## config.mk

```make
export PLATFORM = sky130hd
export DESIGN_NAME = vector_driver
export DESIGN_NICKNAME = d
export VERILOG_FILES = /design/src/rtl/vector_driver.sv
export SDC_FILE = /design/constraint.sdc
export NUM_CORES = 1
export LEC_CHECK = 0
export CORE_ASPECT_RATIO = 0.75
export CORE_UTILIZATION = 35
export CTS_BUF_LIST = sky130_fd_sc_hd__clkbuf_2
export DETAILED_ROUTE_END_ITERATION = 12
export HOLD_SLACK_MARGIN = 0.06
export PLACE_DENSITY_LB_ADDON = 0.08
export SLEW_MARGIN = 20
export SYNTH_ARGS = -nofsm -noshare
export SYNTH_HDL_FRONTEND = slang
export SYNTH_SLANG_ARGS = --single-unit
```

## constraint.sdc

```tcl
create_clock -name clock -period 2.7 [get_ports clock]
set_clock_uncertainty 0.15 [all_clocks]
set_input_delay 0.81 -clock clock [delete_from_list [all_inputs] [get_ports clock]]
set_output_delay 0.81 -clock clock [all_outputs]
set_load 0.02 [all_outputs]
```

## src/rtl/vector_driver.sv

```systemverilog
// rtl/vector_driver.sv - stimulus FIFO consumer: applies vectors to a target, captures responses into the result FIFO
// Optional VECTOR_DRIVER_SYNC_EN: dut_out passes a 2-flop synchronizer and sampling waits 2 extra cycles.
module vector_driver #(
    parameter int STF_WIDTH   = 24,
    parameter int RTF_WIDTH   = 24,
    parameter int CYCLE_RANGE = 5
) (
    input  logic                             clock,
    input  logic                             reset_n,
    input  logic                             enable,
    output logic                             sfifo_rdreq,
    input  logic                             sfifo_rdempty,
    input  logic [STF_WIDTH+CYCLE_RANGE:0]   sfifo_dataq,
    output logic [RTF_WIDTH-1:0]             rfifo_data,
    output logic                             rfifo_wrreq,
    input  logic                             rfifo_wrfull,
    output logic [STF_WIDTH-1:0]             dut_in,
    input  logic [RTF_WIDTH-1:0]             dut_out,
    output logic                             dut_clock,
    output logic                             idle,
    output logic [15:0]                      vec_count
);

    typedef enum logic [2:0] {
        S_IDLE, S_FETCH, S_LOAD, S_HOLD, S_CLK_HI, S_CLK_LO, S_WRITE
    } state_t;

    state_t                  state;
    logic [CYCLE_RANGE-1:0]  cnt;
    logic [1:0]              settle;
    logic [RTF_WIDTH-1:0]    sample_data;

`ifdef VECTOR_DRIVER_SYNC_EN
    localparam logic [1:0] SETTLE_CYCLES = 2'd2;
    logic [RTF_WIDTH-1:0] sync_q1, sync_q2;

    always_ff @(posedge clock or negedge reset_n) begin
        if (!reset_n) begin
            sync_q1 <= '0;
            sync_q2 <= '0;
        end else begin
            sync_q1 <= dut_out;
            sync_q2 <= sync_q1;
        end
    end
    assign sample_data = sync_q2;
`else
    localparam logic [1:0] SETTLE_CYCLES = 2'd0;
    assign sample_data = dut_out;
`endif

    assign sfifo_rdreq = (state == S_FETCH);
    // Full gates the write strobe directly so a stalled result is never pushed.
    assign rfifo_wrreq = (state == S_WRITE) && !rfifo_wrfull;
    assign idle        = (state == S_IDLE);

    always_ff @(posedge clock or negedge reset_n) begin
        if (!reset_n) begin
            state      <= S_IDLE;
            cnt        <= '0;
            settle     <= '0;
            rfifo_data <= '0;
            dut_in     <= '0;
            dut_clock  <= 1'b0;
            vec_count  <= '0;
        end else begin
            case (state)
                S_IDLE: begin
                    if (enable && !sfifo_rdempty)
                        state <= S_FETCH;
                end
                S_FETCH: state <= S_LOAD;
                S_LOAD: begin
                    dut_in <= sfifo_dataq[STF_WIDTH-1:0];
                    cnt    <= sfifo_dataq[STF_WIDTH+CYCLE_RANGE-1:STF_WIDTH];
                    settle <= '0;
                    state  <= sfifo_dataq[STF_WIDTH+CYCLE_RANGE] ? S_CLK_HI : S_HOLD;
                end
                S_HOLD: begin
                    if (cnt != '0)
                        cnt <= cnt - 1'b1;
                    else if (settle != SETTLE_CYCLES)
                        settle <= settle + 2'd1;
                    else begin
                        rfifo_data <= sample_data;
                        state      <= S_WRITE;
                    end
                end
                S_CLK_HI: begin
                    dut_clock <= 1'b1;
                    state     <= S_CLK_LO;
                end
                S_CLK_LO: begin
                    // The target's rising edge lands at the start of this cycle, so its response is sampled at the end.
                    dut_clock <= 1'b0;
                    if (cnt != '0) begin
                        cnt   <= cnt - 1'b1;
                        state <= S_CLK_HI;
                    end else if (settle != SETTLE_CYCLES)
                        settle <= settle + 2'd1;
                    else begin
                        rfifo_data <= sample_data;
                        state      <= S_WRITE;
                    end
                end
                S_WRITE: begin
                    if (!rfifo_wrfull) begin
                        vec_count <= vec_count + 16'd1;
                        state     <= (enable && !sfifo_rdempty) ? S_FETCH : S_IDLE;
                    end
                end
                default: state <= S_IDLE;
            endcase
        end
    end

endmodule

```

* After elaboration in Yosys (flattened, before gate mapping) *
Cells that the tools add are included.

storage, ports and cells
  bits of input ports = 59
  flip-flop bits (word level) = 75
  output and inout port bits = 68

operators by class
  equal/unequal tests = 12
  $add $sub $neg = 3
  bitwise gates (word level) = 3
  multiplexer cells = 14
  reductions and logical operators = 15

operators with widths
  cell                                                                      number
  3-bit case mux with 7 select lines                                        1
  3-bit two-way mux                                                         6
  16-bit by 1-bit adder with 16-bit output (second input constant)          1
  5-bit case mux with 2 select lines                                        1
  3-bit equality test (second input constant)                               3
  3-bit AND reduction                                                       3
  3-bit by 2-bit equality test with 1-bit output (second input constant)    2
  2-bit by 1-bit inequality test with 1-bit output (second input constant)  3
  2-bit inequality test (second input constant)                             3
  2-bit nonzero test                                                        3
  5-bit two-way mux                                                         1
  5-bit nonzero test                                                        1
  5-bit by 1-bit subtractor with 5-bit output (second input constant)       1
  2-bit two-way mux                                                         2
  2-bit case mux with 2 select lines                                        1
  2-bit AND reduction                                                       2
  3-bit by 1-bit equality test with 1-bit output (second input constant)    1
  3-bit logical NOT                                                         1
  1-bit inverter                                                            3
  2-bit by 1-bit adder with 2-bit output (second input constant)            1
  1-bit logical AND                                                         2
  1-bit logical NOT                                                         2
  1-bit case mux with 2 select lines                                        1
  2-bit OR reduction                                                        1
  1-bit two-way mux                                                         1

* Longest topological paths before layout *
Gate-level depths: netlist of the first run.

  depth in word-level cells = 5
  depth in mapped cells = 6
  gate-level depth less buffers = 6

* Least setup slack after synthesis of the first run *
OpenSTA, ideal clock, no wires.

  kind = register to output
  start = reg state[0]
  end = out sfifo_rdreq
  buffers on the path = 2
  data arrival time = 1.490 ns
  required time = 1.740 ns
  slack = 0.250 ns
  stages on the path, launching flop included = 4
  path through = dfrtp_1 -> clkbuf_1 -> clkbuf_1 -> nor3b_1

on the way
  word-level cells in the longest chain between the ends = 1

RTL lines
  item                                            RTL line  text
  start: declaration                              28        state_t state;
  start signal: assignment                        77        state <= sfifo_dataq[STF_WIDTH+CYCLE_RANGE] ? S_CLK_HI : S_HOLD;
  start signal: assignment                        109       state <= (enable && !sfifo_rdempty) ? S_FETCH : S_IDLE;
  3-bit by 1-bit equality test with 1-bit output  52        assign sfifo_rdreq = (state == S_FETCH);
  end: declaration                                11        output logic sfifo_rdreq,

Every way passes these cells.

* Worst setup path after layout of the first run *
  start = reg vec_count[2]
  end = out vec_count[2]

RTL lines
  item                      RTL line  text
  start: declaration        21        output logic [15:0] vec_count
  start signal: assignment  108       vec_count <= vec_count + 16'd1;

No word-level cell between the ends.

==> key figures, run 1 <==
Power
  – Sw power: roughly 0.0019 W
  – Power Dens Cells: 1032 nW/um^2
  – Sw Ratio: approximately 37%
  – Combinational Power Share: a little over half
  – Tot Pwr: 0.005058 W
  – Power Internal: 0.003178 W
  – Pleak: about 2.2 nW
  – VDD IR max: 0.5185 mV
  – Reg power frac: about 37%
  – Clock share of power: under 10%

Logic synthesis
  – Syn avg cell area: around 13 um^2
  – Adder-Cell Fraction of Synth Area: under 10%
  – Cell taking the most area after synthesis: dfrtp_1
  – Synth Cell Area: approximately 3300 um^2
  – Synth unique cells: just over 40
  – Post-Synthesis Cells: 248
  – Syn Nets: 310
  – Area contributors post-synth: dfrtp_1 (56%), mux2_2 (11%), mux2_4 (9.0%), xnor2_1 (2.1%), xor2_1 (1.8%)
  – Combinational family with the most area after synthesis: multiplexers
  – Synth warn: 0
  – Synth Area in Simple Gates: around a tenth
  – Most used DFF post-synth: dfrtp_1
  – Synth Area in Compound Gates: around 5.0%
  – Sequential area share after synthesis: 56.10%
  – Top cell type's share of synthesized area: roughly 56%
  – Mux cell area share after synthesis: 20.64%
  – Synth Area in XOR/XNOR: under 10%
  – Synth Register Bits: between 70 and 80
  – Post-synth EDFFs: 0
  – Ys async rst share: 100.0%

Worst setup path
  – Worst Path Buf+Inv: 1
  – Crit-path max cell delay: between 0.6 and 0.7 ns
  – Worst Path Arrival: roughly 1.6 ns
  – CP Capture Type: primary output
  – Largest delay contributor family on the critical path: buffers and inverters
  – Max FO, Critical Path: 5
  – Critical Path RT: between 1.5 and 2 ns
  – Worst path cell trace: clkdlybuf4s50_1
  – CP max-delay cell: clkdlybuf4s50_1
  – Crit path kind: flop to primary output
  – CP Launch Type: flop

Floorplanning
  – IO Count: 127
  – Die height: about 87 um
  – Die X: around 110 um
  – Total number of placement rows: 30
  – Die area: between 9000 and 10000 um^2
  – Core area: roughly 9000 um^2
  – Starting density of the core: between 30% and 40%

Routing
  – Total Wirelength: about 7000 um
  – Vias: approximately 2400
  – DRT Pass-1 Iters: 4
  – 1st-iter DRT viols: 67
  – Remaining antenna violation count: 0
  – Wirelength per Cell: roughly 14 um
  – Post-route DRC: 0
  – Vias/cell: around 4.6

CTS
  – Clock Path Buffers: 2
  – CTS tree: built
  – Num CTS Buffers: 9
  – Worst-skew pair later-pin latency: 0.51 ns
  – Clk pin slew, worst setup/hold paths: ~0.20 ns
  – Htree depth: 3
  – Clock Sinks: between 70 and 80
  – Clk root buf: clkbuf_2

Run
  – Max-cap violations: 0

Global routing
  – Largest net degree at the start of global routing: 32
  – Initial antenna violation count: 0
  – Tot GR Track Use: 15.13%
  – Vias in the first global route: approximately 2300
  – Congestion Overflow GR: 0
  – First-pass GRT wire length: approximately 11000 um

Place
  – Dpl hpwl: 5151 um
  – Placed insts: ~500
  – Number of I/O port buffers: between 100 and 150
  – RD Place Congestion: 0.7571

STA
  – Unrepaired setup endpoints after global routing: false
  – Max Slew Vio Count: 0
  – Fmax: just under 0.4 GHz
  – Hold Vio Cnt, Final: 0
  – Final Cycle Share: about 96%
  – Slew Limit Headroom: ~67%
  – Final setup violation count: 0
  – Min cycle time layout: ~2.6 ns
  – Slew @ Worst Pin: between 0.4 and 0.5 ns

Layout
  – Layout Area Growth over Synthesis: 46.52%
  – Fin nets: 449
  – Fillers: roughly 880
  – Post-Layout Cell Count: about 520
  – Ant diodes: 0
  – Layout cells sized above 1: between 20 and 25%

Status
  – Outcome: complete, no violations

Min path
  – Hold Path Class: flop to flop
==> per-layer routing <==
metal	global-route usage [%]	up-vias	wire length, um
met1	20.71	1161	3452
met5	0	-	0
met3	5.315	8	437
met4	5.313	0	95
li1	-	1153	-
met2	22.12	72	3152
==> logic make-up (layout without fill, tap and decap cells) <==
group,after synthesis,after routing
XOR/XNOR,16,16
multiplexers,55,55
flip-flops,75,75
buffers and inverters,20,163
AO/OA/AOI/OAI,25,25
adder cells (fa/ha/maj),3,3
AND/OR/NAND/NOR,54,54
==> worst reg2reg max path, stage by stage, from the launching register on <==
cell and delay, ns:
dfrtp_1 0.43, inv_1 0.08, ha_1 0.23, nor4b_4 0.47
nand2_1 0.26, and4_1 0.26, a211o_1 0.26
==> placed cells by master, fill, tap and decap left out, types with 2 or more instances in the layout <==
cell / netlist / final
o21ai_0: 7 / 7
xor2_1: 7 / 7
buf_4: 1 / 11
clkinv_2: 0 / 3
mux2_2: 32 / 32
inv_1: 10 / 10
mux2i_1: 3 / 3
nand2b_1: 4 / 4
xnor2_1: 8 / 8
dfrtp_2: 0 / 3
nor3_1: 3 / 3
nand3_1: 5 / 5
a31oi_1: 2 / 2
a32oi_1: 2 / 2
ha_1: 3 / 3
nand2_1: 11 / 11
and3_1: 3 / 3
o211ai_1: 4 / 4
dfrtp_1: 75 / 72
clkdlybuf4s50_1: 0 / 117
nand4_1: 7 / 7
dlymetal6s2s_1: 0 / 5
and4_1: 4 / 4
a21oi_1: 3 / 3
clkbuf_2: 0 / 11
nor2b_1: 3 / 3
nor2_1: 7 / 7
mux2_4: 20 / 20
==> area by class of cell <==
| class | instances | area [um^2] | share of cell area (%) |
|---|---|---|---|
| Clock buffer | 10 | 50.05 | 1.021 |
| Sequential cell | 75 | 1881 | 38.36 |
| Inverter | 10 | 37.54 | 0.7657 |
| Tap cell | 128 | 160.2 | 3.267 |
| Timing Repair Buffer | 138 | 1365 | 27.85 |
| Multi-Input combinational cell | 153 | 1378 | 28.10 |
| Clock inverter | 5 | 31.28 | 0.6381 |
==> power groups by stage <==
| stage | Combinational [W] | Sequential [W] | Clock, W |
|---|---|---|---|
| 2_1_floorplan | 0.00105 | 0.00238 | 0 |
| 3_5_place_dp | 0.00274 | 0.00189 | 0 |
| 6_report | 0.00269 | 0.00187 | 0.000496 |
| 4_1_cts | 0.00273 | 0.00187 | 0.000538 |
| 5_1_grt | 0.00288 | 0.00193 | 0.000577 |
| 3_3_place_gp | 0.00272 | 0.00188 | 0 |
==> stage by stage <==
step           cell area, um^2  hold slack (ns)  setup slack (ns)  TNS (ns)  utilization (%)
2_1_floorplan             3346           0.2887            0.2503         0                -
3_3_place_gp              4806           0.3080           -0.6076   -0.6076            52.47
3_5_place_dp              4806           0.3159           -0.6325   -0.6479            52.47
4_1_cts                   4890           0.3395           -0.1828   -0.1828            53.39
5_1_grt                   4902           0.3689          0.005638         0            53.52
6_report                  4902           0.3310            0.1143         0            53.52
==> cells in the mapped netlist, types with 3 or more instances <==
cell type	n
and3_1	3
xnor2_1	8
mux2_2	32
o21ai_0	7
inv_1	10
mux2_4	20
dfrtp_1	75
a21oi_1	3
buf_2	3
nor3_1	3
nor2_1	7
o211ai_1	4
xor2_1	7
ha_1	3
nand4_1	7
nor2b_1	3
mux2i_1	3
nand3_1	5
nand2_1	11
nand2b_1	4
and4_1	4
clkbuf_1	4
==> registers in the layout, indices dropped and copies added (netlist names) <==
signal      cells
cnt             5
dut_clock       1
dut_in         24
rfifo_data     24
settle          2
state           3
vec_count      16
==> final timing paths <==
path / start / to / slack (ns) / depth (start not counted)
worst max-delay path: vec_count[2] / vec_count[2] / 0.11 / 1
worst min-delay path: settle[0] / settle[0] / 0.33 / 1
worst max register to register: cnt[0] / cnt[0] / 0.48 / 6
worst min register to register: settle[0] / settle[0] / 0.33 / 1
max in group asynchronous: reset_n / dut_clock / 1.20 / 3
min in group asynchronous: reset_n / vec_count[12] / 0.58 / 2
==> what timing repair did <==
| item | CTS | global route |
|---|---|---|
| gates cloned | 0 | 0 |
| resized for setup | 6 | 13 |
| setup buffers | 0 | 0 |
| hold endpoints to repair | 25 | 0 |
| endpoints found under the setup margin | 3 | 9 |
| hold buffers | 1 | 0 |
(Power assumes the default switching activity.)
==> run 2, diff against run 1 <==
--- a/config.mk
+++ b/config.mk
@@ -8,6 +8,7 @@
 export CORE_ASPECT_RATIO = 0.75
 export CORE_UTILIZATION = 35
 export CTS_BUF_LIST = sky130_fd_sc_hd__clkbuf_2
+export CTS_CLUSTER_DIAMETER = 120
 export DETAILED_ROUTE_END_ITERATION = 12
 export HOLD_SLACK_MARGIN = 0.06
 export PLACE_DENSITY_LB_ADDON = 0.08
==> results of run 2 <==
No change in the layout: final DEF, timing and power equal those of run 1.
